--- src/rtl/risc_pkg.sv ---
`default_nettype none
// ============================================================================
// Module   : risc_pkg
// Purpose  : Shared opcodes, FSM state type and instruction field helpers
//            for the parametrised multi-cycle RISC core.
// Revision : 1.0 - initial parametrised release
// ============================================================================
package risc_pkg;

    // Widest instruction word the field helpers can slice.
    localparam int MAX_IW = 64;

    localparam logic [4:0] OP_ADD  = 5'b00000;
    localparam logic [4:0] OP_SUB  = 5'b00001;
    localparam logic [4:0] OP_AND  = 5'b00010;
    localparam logic [4:0] OP_OR   = 5'b00011;
    localparam logic [4:0] OP_XOR  = 5'b00100;
    localparam logic [4:0] OP_SHL  = 5'b00101;
    localparam logic [4:0] OP_SHR  = 5'b00110;
    localparam logic [4:0] OP_CMP  = 5'b00111;
    localparam logic [4:0] OP_IN   = 5'b01000;
    localparam logic [4:0] OP_OUT  = 5'b01001;
    localparam logic [4:0] OP_MOVI = 5'b01010;
    localparam logic [4:0] OP_LD   = 5'b01011;
    localparam logic [4:0] OP_ST   = 5'b01100;
    localparam logic [4:0] OP_JMP  = 5'b01101;
    localparam logic [4:0] OP_JZ   = 5'b01110;
    localparam logic [4:0] OP_JC   = 5'b01111;
    localparam logic [4:0] OP_PUSH = 5'b10000;
    localparam logic [4:0] OP_POP  = 5'b10001;
    localparam logic [4:0] OP_HALT = 5'b11111;

    typedef enum logic [2:0] {
        S_IDLE   = 3'd0,
        S_FETCH  = 3'd1,
        S_DECODE = 3'd2,
        S_EXEC   = 3'd3,
        S_MEM    = 3'd4,
        S_WB     = 3'd5,
        S_HALT   = 3'd6
    } state_t;

    // Generic right-justified field extraction.
    function automatic logic [MAX_IW-1:0] f_slice(input logic [MAX_IW-1:0] iw,
                                                  input int lsb, input int w);
        logic [MAX_IW-1:0] mask;
        mask = (MAX_IW'(1) << w) - MAX_IW'(1);
        return (iw >> lsb) & mask;
    endfunction

    // Word layout: {opcode5, rd, rs1, rs2, imm}
    function automatic logic [MAX_IW-1:0] f_imm(input logic [MAX_IW-1:0] iw, input int data_w);
        return f_slice(iw, 0, data_w);
    endfunction

    function automatic logic [MAX_IW-1:0] f_rs2(input logic [MAX_IW-1:0] iw,
                                                input int data_w, input int reg_aw);
        return f_slice(iw, data_w, reg_aw);
    endfunction

    function automatic logic [MAX_IW-1:0] f_rs1(input logic [MAX_IW-1:0] iw,
                                                input int data_w, input int reg_aw);
        return f_slice(iw, data_w + reg_aw, reg_aw);
    endfunction

    function automatic logic [MAX_IW-1:0] f_rd(input logic [MAX_IW-1:0] iw,
                                               input int data_w, input int reg_aw);
        return f_slice(iw, data_w + 2*reg_aw, reg_aw);
    endfunction

    function automatic logic [4:0] f_opcode(input logic [MAX_IW-1:0] iw,
                                            input int data_w, input int reg_aw);
        return 5'(f_slice(iw, data_w + 3*reg_aw, 5));
    endfunction

endpackage
`default_nettype wire

--- src/rtl/risc_alu.sv ---
`default_nettype none
// ============================================================================
// Module   : risc_alu
// Purpose  : Combinational ALU for the RISC core; result plus Z/C flags.
// Revision : 1.0 - initial parametrised release
// ============================================================================
module risc_alu
    import risc_pkg::*;
#(
    parameter int DATA_W = 8
) (
    input  logic [4:0]        i_op,
    input  logic [DATA_W-1:0] i_a,
    input  logic [DATA_W-1:0] i_b,
    output logic [DATA_W-1:0] o_result,
    output logic              o_z,
    output logic              o_c
);

    logic [DATA_W:0] w_sum;

    // Opcode-selected operation; shifts are single-bit and use only i_a.
    always_comb begin
        w_sum    = '0;
        o_result = '0;
        o_c      = 1'b0;
        case (i_op)
            OP_ADD: begin
                w_sum    = {1'b0, i_a} + {1'b0, i_b};
                o_result = w_sum[DATA_W-1:0];
                o_c      = w_sum[DATA_W];
            end
            OP_SUB, OP_CMP: begin
                o_result = i_a - i_b;
                o_c      = (i_a < i_b);
            end
            OP_AND: o_result = i_a & i_b;
            OP_OR:  o_result = i_a | i_b;
            OP_XOR: o_result = i_a ^ i_b;
            OP_SHL: begin
                o_result = {i_a[DATA_W-2:0], 1'b0};
                o_c      = i_a[DATA_W-1];
            end
            OP_SHR: begin
                o_result = {1'b0, i_a[DATA_W-1:1]};
                o_c      = i_a[0];
            end
            default: ;
        endcase
    end

    assign o_z = (o_result == '0);

endmodule
`default_nettype wire

--- src/rtl/risc_core_param.sv ---
`default_nettype none
// ============================================================================
// Module   : risc_core_param
// Purpose  : Parametrised multi-cycle RISC core with handshaked instruction
//            and data memories, I/O channels, bounded stack and HALT.
// Revision : 1.0 - initial parametrised release
// ============================================================================
module risc_core_param
    import risc_pkg::*;
#(
    parameter int DATA_W      = 8,
    parameter int REG_AW      = 4,
    parameter int PC_W        = 8,
    parameter int ADDR_W      = 8,
    parameter int NUM_IN      = 4,
    parameter int NUM_OUT     = 4,
    parameter int STACK_DEPTH = 16,
    parameter int INSTR_W     = 5 + 3*REG_AW + DATA_W
) (
    input  logic                      clk,
    input  logic                      Reset,
    output logic                      imem_req,
    output logic [PC_W-1:0]           imem_addr,
    input  logic [INSTR_W-1:0]        imem_rdata,
    input  logic                      imem_ack,
    output logic                      dmem_req,
    output logic                      dmem_we,
    output logic [ADDR_W-1:0]         dmem_addr,
    output logic [DATA_W-1:0]         dmem_wdata,
    input  logic [DATA_W-1:0]         dmem_rdata,
    input  logic                      dmem_ack,
    input  logic [NUM_IN*DATA_W-1:0]  in_ports,
    output logic [NUM_OUT*DATA_W-1:0] out_ports,
    output logic                      zflag,
    output logic                      cflag,
    output logic                      halted,
    output logic                      stack_fault
);

    localparam int c_NREG    = 2**REG_AW;
    localparam int c_DEPTH_W = $clog2(STACK_DEPTH + 1);

    state_t               r_state;
    logic [PC_W-1:0]      r_pc;
    logic [INSTR_W-1:0]   r_ir;
    logic [DATA_W-1:0]    r_regs [c_NREG];
    logic [DATA_W-1:0]    r_out  [NUM_OUT];
    logic [DATA_W-1:0]    r_a, r_b, r_result, r_dwdata;
    logic [ADDR_W-1:0]    r_sp, r_daddr;
    logic [c_DEPTH_W-1:0] r_depth;
    logic                 r_ireq, r_dreq, r_dwe, r_z, r_c, r_halted, r_fault;

    logic [MAX_IW-1:0]    w_iw;
    logic [4:0]           w_op;
    logic [REG_AW-1:0]    w_rd, w_rs1, w_rs2;
    logic [DATA_W-1:0]    w_imm, w_ea, w_in_val, w_alu_res;
    logic                 w_alu_z, w_alu_c, w_is_alu, w_writes_rd;

    assign w_iw  = MAX_IW'(r_ir);
    assign w_op  = f_opcode(w_iw, DATA_W, REG_AW);
    assign w_rd  = REG_AW'(f_rd(w_iw, DATA_W, REG_AW));
    assign w_rs1 = REG_AW'(f_rs1(w_iw, DATA_W, REG_AW));
    assign w_rs2 = REG_AW'(f_rs2(w_iw, DATA_W, REG_AW));
    assign w_imm = DATA_W'(f_imm(w_iw, DATA_W));
    assign w_ea  = r_a + w_imm;

    // Opcodes 0..7 are the ALU group; CMP is the only one without a write-back.
    assign w_is_alu    = (w_op[4:3] == 2'b00);
    assign w_writes_rd = (w_is_alu && (w_op != OP_CMP)) || (w_op == OP_IN) ||
                         (w_op == OP_MOVI) || (w_op == OP_LD) || (w_op == OP_POP);

    risc_alu #(.DATA_W(DATA_W)) u_alu (
        .i_op     (w_op),
        .i_a      (r_a),
        .i_b      (r_b),
        .o_result (w_alu_res),
        .o_z      (w_alu_z),
        .o_c      (w_alu_c)
    );

    // Input channel select; out-of-range channel numbers read as zero.
    always_comb begin
        w_in_val = '0;
        for (int k = 0; k < NUM_IN; k++) begin
            if (w_imm == DATA_W'(k)) w_in_val = in_ports[k*DATA_W +: DATA_W];
        end
    end

    // Core FSM: fetch/decode/execute/memory/write-back sequencing plus all state.
    always_ff @(posedge clk or posedge Reset) begin
        if (Reset) begin
            r_state  <= S_IDLE;
            r_pc     <= '0;
            r_ir     <= '0;
            r_a      <= '0;
            r_b      <= '0;
            r_result <= '0;
            r_dwdata <= '0;
            r_sp     <= '1;
            r_daddr  <= '0;
            r_depth  <= '0;
            r_ireq   <= 1'b0;
            r_dreq   <= 1'b0;
            r_dwe    <= 1'b0;
            r_z      <= 1'b0;
            r_c      <= 1'b0;
            r_halted <= 1'b0;
            r_fault  <= 1'b0;
            for (int k = 0; k < c_NREG; k++) r_regs[k] <= '0;
            for (int k = 0; k < NUM_OUT; k++) r_out[k] <= '0;
        end else begin
            case (r_state)
                S_IDLE: begin
                    r_state <= S_FETCH;
                    r_ireq  <= 1'b1;
                end
                S_FETCH: begin
                    if (imem_ack) begin
                        r_ir    <= imem_rdata;
                        r_pc    <= r_pc + PC_W'(1);
                        r_ireq  <= 1'b0;
                        r_state <= S_DECODE;
                    end
                end
                S_DECODE: begin
                    r_a     <= r_regs[w_rs1];
                    r_b     <= r_regs[w_rs2];
                    r_state <= S_EXEC;
                end
                S_EXEC: begin
                    // Default is straight back to fetch; paths below override.
                    r_state <= S_FETCH;
                    r_ireq  <= 1'b1;
                    if (w_is_alu) begin
                        r_result <= w_alu_res;
                        r_z      <= w_alu_z;
                        r_c      <= w_alu_c;
                        r_state  <= S_WB;
                        r_ireq   <= 1'b0;
                    end else begin
                        case (w_op)
                            OP_IN: begin
                                r_result <= w_in_val;
                                r_state  <= S_WB;
                                r_ireq   <= 1'b0;
                            end
                            OP_OUT: begin
                                for (int k = 0; k < NUM_OUT; k++) begin
                                    if (w_imm == DATA_W'(k)) r_out[k] <= r_a;
                                end
                                r_state <= S_WB;
                                r_ireq  <= 1'b0;
                            end
                            OP_MOVI: begin
                                r_result <= w_imm;
                                r_state  <= S_WB;
                                r_ireq   <= 1'b0;
                            end
                            OP_LD, OP_ST: begin
                                r_daddr  <= w_ea[ADDR_W-1:0];
                                r_dwdata <= r_b;
                                r_dwe    <= (w_op == OP_ST);
                                r_dreq   <= 1'b1;
                                r_state  <= S_MEM;
                                r_ireq   <= 1'b0;
                            end
                            OP_JMP: r_pc <= PC_W'(w_imm);
                            OP_JZ:  if (r_z) r_pc <= PC_W'(w_imm);
                            OP_JC:  if (r_c) r_pc <= PC_W'(w_imm);
                            OP_PUSH: begin
                                if (r_depth == c_DEPTH_W'(STACK_DEPTH)) begin
                                    r_fault <= 1'b1;
                                end else begin
                                    r_daddr  <= r_sp;
                                    r_dwdata <= r_b;
                                    r_dwe    <= 1'b1;
                                    r_dreq   <= 1'b1;
                                    r_state  <= S_MEM;
                                    r_ireq   <= 1'b0;
                                end
                            end
                            OP_POP: begin
                                if (r_depth == '0) begin
                                    r_fault <= 1'b1;
                                end else begin
                                    r_daddr <= r_sp + ADDR_W'(1);
                                    r_dwe   <= 1'b0;
                                    r_dreq  <= 1'b1;
                                    r_state <= S_MEM;
                                    r_ireq  <= 1'b0;
                                end
                            end
                            OP_HALT: begin
                                r_halted <= 1'b1;
                                r_state  <= S_HALT;
                                r_ireq   <= 1'b0;
                            end
                            default: ;
                        endcase
                    end
                end
                S_MEM: begin
                    if (dmem_ack) begin
                        r_dreq <= 1'b0;
                        r_dwe  <= 1'b0;
                        if (w_op == OP_PUSH) begin
                            r_sp    <= r_sp - ADDR_W'(1);
                            r_depth <= r_depth + c_DEPTH_W'(1);
                        end
                        if (w_op == OP_POP) begin
                            r_sp    <= r_sp + ADDR_W'(1);
                            r_depth <= r_depth - c_DEPTH_W'(1);
                        end
                        if (r_dwe) begin
                            r_state <= S_FETCH;
                            r_ireq  <= 1'b1;
                        end else begin
                            r_result <= dmem_rdata;
                            r_state  <= S_WB;
                        end
                    end
                end
                S_WB: begin
                    if (w_writes_rd) r_regs[w_rd] <= r_result;
                    r_state <= S_FETCH;
                    r_ireq  <= 1'b1;
                end
                S_HALT: r_state <= S_HALT;
                default: begin
                    r_state <= S_IDLE;
                    r_ireq  <= 1'b0;
                end
            endcase
        end
    end

    for (genvar k = 0; k < NUM_OUT; k++) begin : g_out
        assign out_ports[k*DATA_W +: DATA_W] = r_out[k];
    end

    assign imem_req    = r_ireq;
    assign imem_addr   = r_pc;
    assign dmem_req    = r_dreq;
    assign dmem_we     = r_dwe;
    assign dmem_addr   = r_daddr;
    assign dmem_wdata  = r_dwdata;
    assign zflag       = r_z;
    assign cflag       = r_c;
    assign halted      = r_halted;
    assign stack_fault = r_fault;

endmodule
`default_nettype wire

--- config.mk ---
export PLATFORM = sky130hd
export DESIGN_NAME = risc_core_param
export DESIGN_NICKNAME = d
export VERILOG_FILES = /design/src/rtl/risc_pkg.sv /design/src/rtl/risc_alu.sv /design/src/rtl/risc_core_param.sv
export SDC_FILE = /design/constraint.sdc
export NUM_CORES = 1
export LEC_CHECK = 0
export CAP_MARGIN = 40
export CORE_MARGIN = 4
export CORE_UTILIZATION = 53
export CTS_CLUSTER_SIZE = 25
export DETAILED_ROUTE_END_ITERATION = 10
export PLACE_DENSITY = 0.79
export SLEW_MARGIN = 40
export SYNTH_ARGS = -nofsm -noshare
export SYNTH_HDL_FRONTEND = slang
export SYNTH_SLANG_ARGS = --single-unit
--- constraint.sdc ---
create_clock -name clk -period 8.8 [get_ports clk]
set_input_delay 1.32 -clock clk [delete_from_list [all_inputs] [get_ports clk]]
set_output_delay 1.32 -clock clk [all_outputs]
set_load 0.01 [all_outputs]
After elaboration in Yosys (flattened, before gate mapping)
Cells that the tools add are included.
- add/subtract/negate cells: 8
- order comparisons: 5
- equal/unequal tests: 45
- mux-type cells: 64
- bitwise gates (word level): 8
- reduce and logical (&&, ||, !) cells: 40
- operators with widths (cell ; count):
    8-bit two-way mux ; 21
    128-bit bitwise mux ; 1
    8-bit binary-select mux with 4-bit select ; 2
    8-bit one-hot mux with 2 select lines ; 4
    8-bit one-hot mux with 7 select lines ; 1
    8-bit one-hot mux with 3 select lines ; 2
    5-bit by 4-bit == test with 1-bit output (second input constant) ; 8
    8-bit demux with 4-bit select ; 1
    4-bit AND reduction ; 7
    5-bit by 3-bit == test with 1-bit output (second input constant) ; 4
    5-bit == test (second input constant) ; 4
    3-bit two-way mux ; 6
    2-bit inequality test (second input constant) ; 9
    3-bit one-hot mux with 6 select lines ; 1
    8-bit by 1-bit adder with 8-bit output (second input constant) ; 2
    8-bit by 2-bit == test with 1-bit output (second input constant) ; 2
    8-bit zero test ; 2
    5-bit >= comparator (second input constant) ; 3
    4-bit NOT with 5-bit output ; 3
    3-bit one-hot mux with 5 select lines ; 1
    1-bit two-way mux ; 14
    3-bit inequality test (second input constant) ; 4
    6-bit AND reduction ; 2
    5-bit by 2-bit == test with 1-bit output (second input constant) ; 2
    39 further kinds ; 64
- bits in registers: 256
- bits of input ports: 69
- word-level logic and storage cells: 207

Logic depth before layout (Yosys ltp)
- depth in word-level cells: 8
- mapped depth: 11

Cells and area by module
From an unflattened synthesis, not the netlist that was laid out.
- cell total of the unflattened synthesis: 1228
- area, all modules: 14799.2 um2
- by module, submodules not included (module ; times used ; cells each ; area each (um2) ; seq. area each (um2)):
    risc_core_param ; 1 ; 1045 ; 13494.2 ; 6416.2
    risc_alu ; 1 ; 183 ; 1305.0 ; 0.0

Worst setup path after synthesis
No wires, ideal clock.
- kind: input to register
- start: input imem_ack
- end: register r_ir[0]
- library setup time: 125 ps
- data arrival time: 2575 ps
- data required time: 8675 ps
- slack: 6100 ps
- cell stages on the path: 5
- cells stage by stage: nor2b_1 -> and2_1 -> clkbuf_1 -> clkbuf_1 -> mux2_2
- longest elaborated chain between the ends: 1
- ends and longest elaborated chain (element ; RTL line ; source):
    from (decl) ; risc_core_param.sv:25 ; input logic imem_ack,
    2-bit AND reduction (no source line) ; - ;
    to (signal assigned) ; risc_core_param.sv:119 ; r_ir <= imem_rdata;
    to (decl) ; risc_core_param.sv:45 ; logic [INSTR_W-1:0] r_ir;
No other way between the ends.
A chain may end at the register's enable or synchronous reset.

Worst setup path in the final report
- start: register r_a[5]
- end: register r_z (netlist: zflag)
- longest elaborated chain between the ends: 3
- elaborated cells on any way between the ends: 7
- classes of those cells: add/sub: 2; mux: 1; bitwise: 3; reduce/logical: 1
- ends and longest elaborated chain (element ; RTL line ; source):
    from (decl) ; risc_core_param.sv:48 ; logic [DATA_W-1:0] r_a, r_b, r_result, r_dwdata;
    from (signal assigned) ; risc_core_param.sv:126 ; r_a <= r_regs[w_rs1];
    8-bit subtractor (tied with other cells) ; risc_alu.sv:34 ; o_result = i_a - i_b;
    8-bit one-hot mux with 7 select lines (*) ; risc_alu.sv:27 ; case (i_op)
    8-bit zero test (*) ; risc_alu.sv:52 ; assign o_z = (o_result == '0);
    to (signal assigned) ; risc_core_param.sv:136 ; r_z <= w_alu_z;
    to (decl) ; risc_core_param.sv:51 ; logic r_ireq, r_dreq, r_dwe, r_z, r_c, r_halted, r_fault;
Every way passes the cells marked *; elsewhere a longest branch is shown, timed or not.

==> flow_metrics.tcl <==
set metrics [dict create \
    status "completed" \
    syn_nets 1310 \
    synthTopCellsByCount "248 x dfrtp_1, 176 x mux2_2, 99 x nand2_1, 88 x mux4_2, 80 x o21ai_0" \
    htree_num_levels 1 \
    area_growth_pct 16.6 \
    ant_nets 0 \
    rows 60 \
    die-area_um2 29900 \
    cts_sinks 256 \
    startpoint_type "flip-flop" \
    postLayoutCellArea_um2 16800 \
    clk_pin_slew_ns 0.06 \
    critPathKind "flip-flop to flip-flop" \
    crit_path_cell_trace "inv_1, ha_1, inv_1, a221oi_1, o41a_1, o221a_2, o22ai_1, or3_1, o21ai_0" \
    synth.most_common_cell "dfrtp_1" \
    synthTopCellsByArea "dfrtp_1 43%, mux2_2 14%, mux4_2 14%, ha_1 3.3%, o21ai_0 2.8%" \
    synth_cell_types 69 \
    ctsHoldBuffers 0 \
    hp-class "flip-flop to flip-flop" \
    hpwl_mm 26.6 \
    slew_viol_final 0 \
    max_slew_margin_pct 41.6 \
    vias_per_cell 6.34 \
    routabilityCongestion 0.946 \
    syn_inst 1199 \
    grt-ovfl-total 0 \
    reg2reg_depth 9 \
    diodes 0 \
    power_density_nw_per_um2 140 \
    ir_drop_uv 162 \
    cts_buffers 27 \
    crit_top_cell "inv_1" \
    leakagePower_uw 0.00741 \
    clockBufferDepth 3 \
    fin_skew_ns 0.0139 \
    dr.pass1.iters 5 \
    critPathMaxFanout 10 \
    core_area_um2 26900 \
    fin_ws_ns 5.55 \
    regArea_um2 6430 \
    post-place-ws_ns 5.33 \
    fmax_mhz 308 \
    final.setup.tns_ns 0 \
    synth_seq_area_share_pct 44.5 \
    clkLatencyLatePin_ns 0.55 \
    period_minus_slack_ns 3.25 \
    min_from "out_ports[30]" \
    yosys.area.top_type "dfrtp_1" \
    slowest_stage "dfrtp_1" \
    portBuffers 131 \
    grt_pass1_vias 10600 \
    fill_cells 2072 \
    arrival_ns 3.71 \
    pin_count 132 \
    power.total_uw 2350 \
    syn_area_um2 14400 \
    wl_per_cell_um 23.0 \
    cp_slowest_stage_delay_ns 0.73 \
    ctsResizeCount 0 \
    period_share_pct 36.9 \
    multi_input_area_um2 7520 \
    async_flop_share_pct 100 \
    grt_max_degree 103 \
    dp.cells 1605 \
    drt-initial-drc-count 823 \
    synth_edf_count 0 \
    finalHoldViolations 0 \
    die_h_um 173 \
    grt_pass1_wl_mm 60.5 \
    placed_area_um2 16000 \
    worst_hold_path.num_cells 2 \
    synth_ff_type "dfrtp_1" \
    synth_top_area_share_pct 43.0 \
    postCtsSetupRepairBufs 0 \
    syn_avg_cell_area_um2 12.0 \
    cp.required_ns 9.26 \
    reg2reg_slack_ns 5.55 \
    synth_seq_cells 256 \
    start_util_pct 53.6 \
    drcViolationCount 0 \
    yosysWarnings 0 \
    fin_cells 1652 \
    rsz0062_at_grt "false" \
    nets 1404 \
    holdPathEnd "out_ports[30]" \
    antenna_found_initial 0 \
    routed_wl_mm 38.0 \
    cts_tree "done" \
    cts-root-buf "clkbuf_16" \
    r2r_start "r_a[5]" \
    grt_usage_pct 25.1 \
    worstSetupEndpointType "flip-flop" \
    maxCapViolCount 0 \
    fp.dieW_um 173 \
    setup_viol 0 \
    vias 10500 \
    crit-reg2reg-capture "zflag" \
    tightest_slew_ns 0.874 \
    drive_above_1_share_pct 27.0 \
]
## flip-flops by register name, indices dropped and copies added, names as in the netlist, 3 cells and up
register and count:
out_ports 32, r_depth 5, r_b 8, r_a 8
r_sp 8, imem_addr 8, dmem_addr 8, dmem_wdata 8
r_state 3, r_regs 128, r_result 8, r_ir 25
## power breakdown
part	leakage, uW	switching [uW]	total (uW)	internal [uW]
combinational	0.00351	31.9	63.2	31.3
clock	0.000418	467	1100	632
sequential	0.00348	4.85	1180	1180
total	0.00741	504	2350	1840
## cells in the final DEF (no fill, tap or decap), drive strengths merged, types with 11 or more instances in the layout
cell and instances:
o22ai 12, buf 11, xnor2 12, ha 38, inv 47, xor2 15, nor2b 19, mux2 177
nor2 44, dfrtp 248, clkdlybuf4s50 131, mux4 88, nor3 16, nand2 99, a21oi 48, clkbuf 39
o21ai 80, nand3 23, a221oi 11
## stage by stage
step	utilization (%)	hold slack [ns]
3_3_place_gp	59.3	0.463
6_report	62.5	0.480
5_1_grt	62.5	0.512
2_1_floorplan	-	0.469
3_5_place_dp	59.4	0.470
4_1_cts	62.5	0.483
## worst max-delay path: cells and delay by family (launching register included)
family	cells	cell delay, ns
compound gates	5	1.16
fa+ha+maj	1	0.50
buf+inv	2	0.38
flops	1	0.73
simple gates	1	0.41
## area by class of cell
type	count	share of cell area, %
sequential	256	38.2
inverter	46	1.07
clock inverter	9	0.454
tap	341	2.54
clock buffer	38	4.56
multi-input combinational	819	44.7
timing repair buffer	143	8.40
## worst max path at each step
| stage | start | endpoint | slack, ns |
|---|---|---|---|
| after floorplan | Reset | cflag | 0.45 |
| after global placement | Reset | out_ports[1] | 5.33 |
| after detailed placement | imem_ack | imem_addr[4] | 5.33 |
| after CTS | r_a[5] | zflag | 5.70 |
| after global routing | r_state[2] | dmem_wdata[0] | 5.44 |
| final | r_a[5] | zflag | 5.55 |
## cell families after synthesis
| group | synth area share (%) |
|---|---|
| buffers and inverters | 3.45 |
| and+or+nand+nor | 9.04 |
| adders and majority gates | 3.85 |
| DFF | 44.5 |
| xor gates and xnor gates | 1.64 |
| muxes | 28.1 |
| AOI/OAI and AO/OA | 9.45 |
## metal layers
metal  track usage, %  routed length [um]  up-vias
li1                 -                   -     4632
met1             34.3               15500     5291
met2             41.3               18300      448
met3             4.11                2620      101
met4             9.01                1600        0
met5                0                   0        -
(Power assumes the default switching activity.)
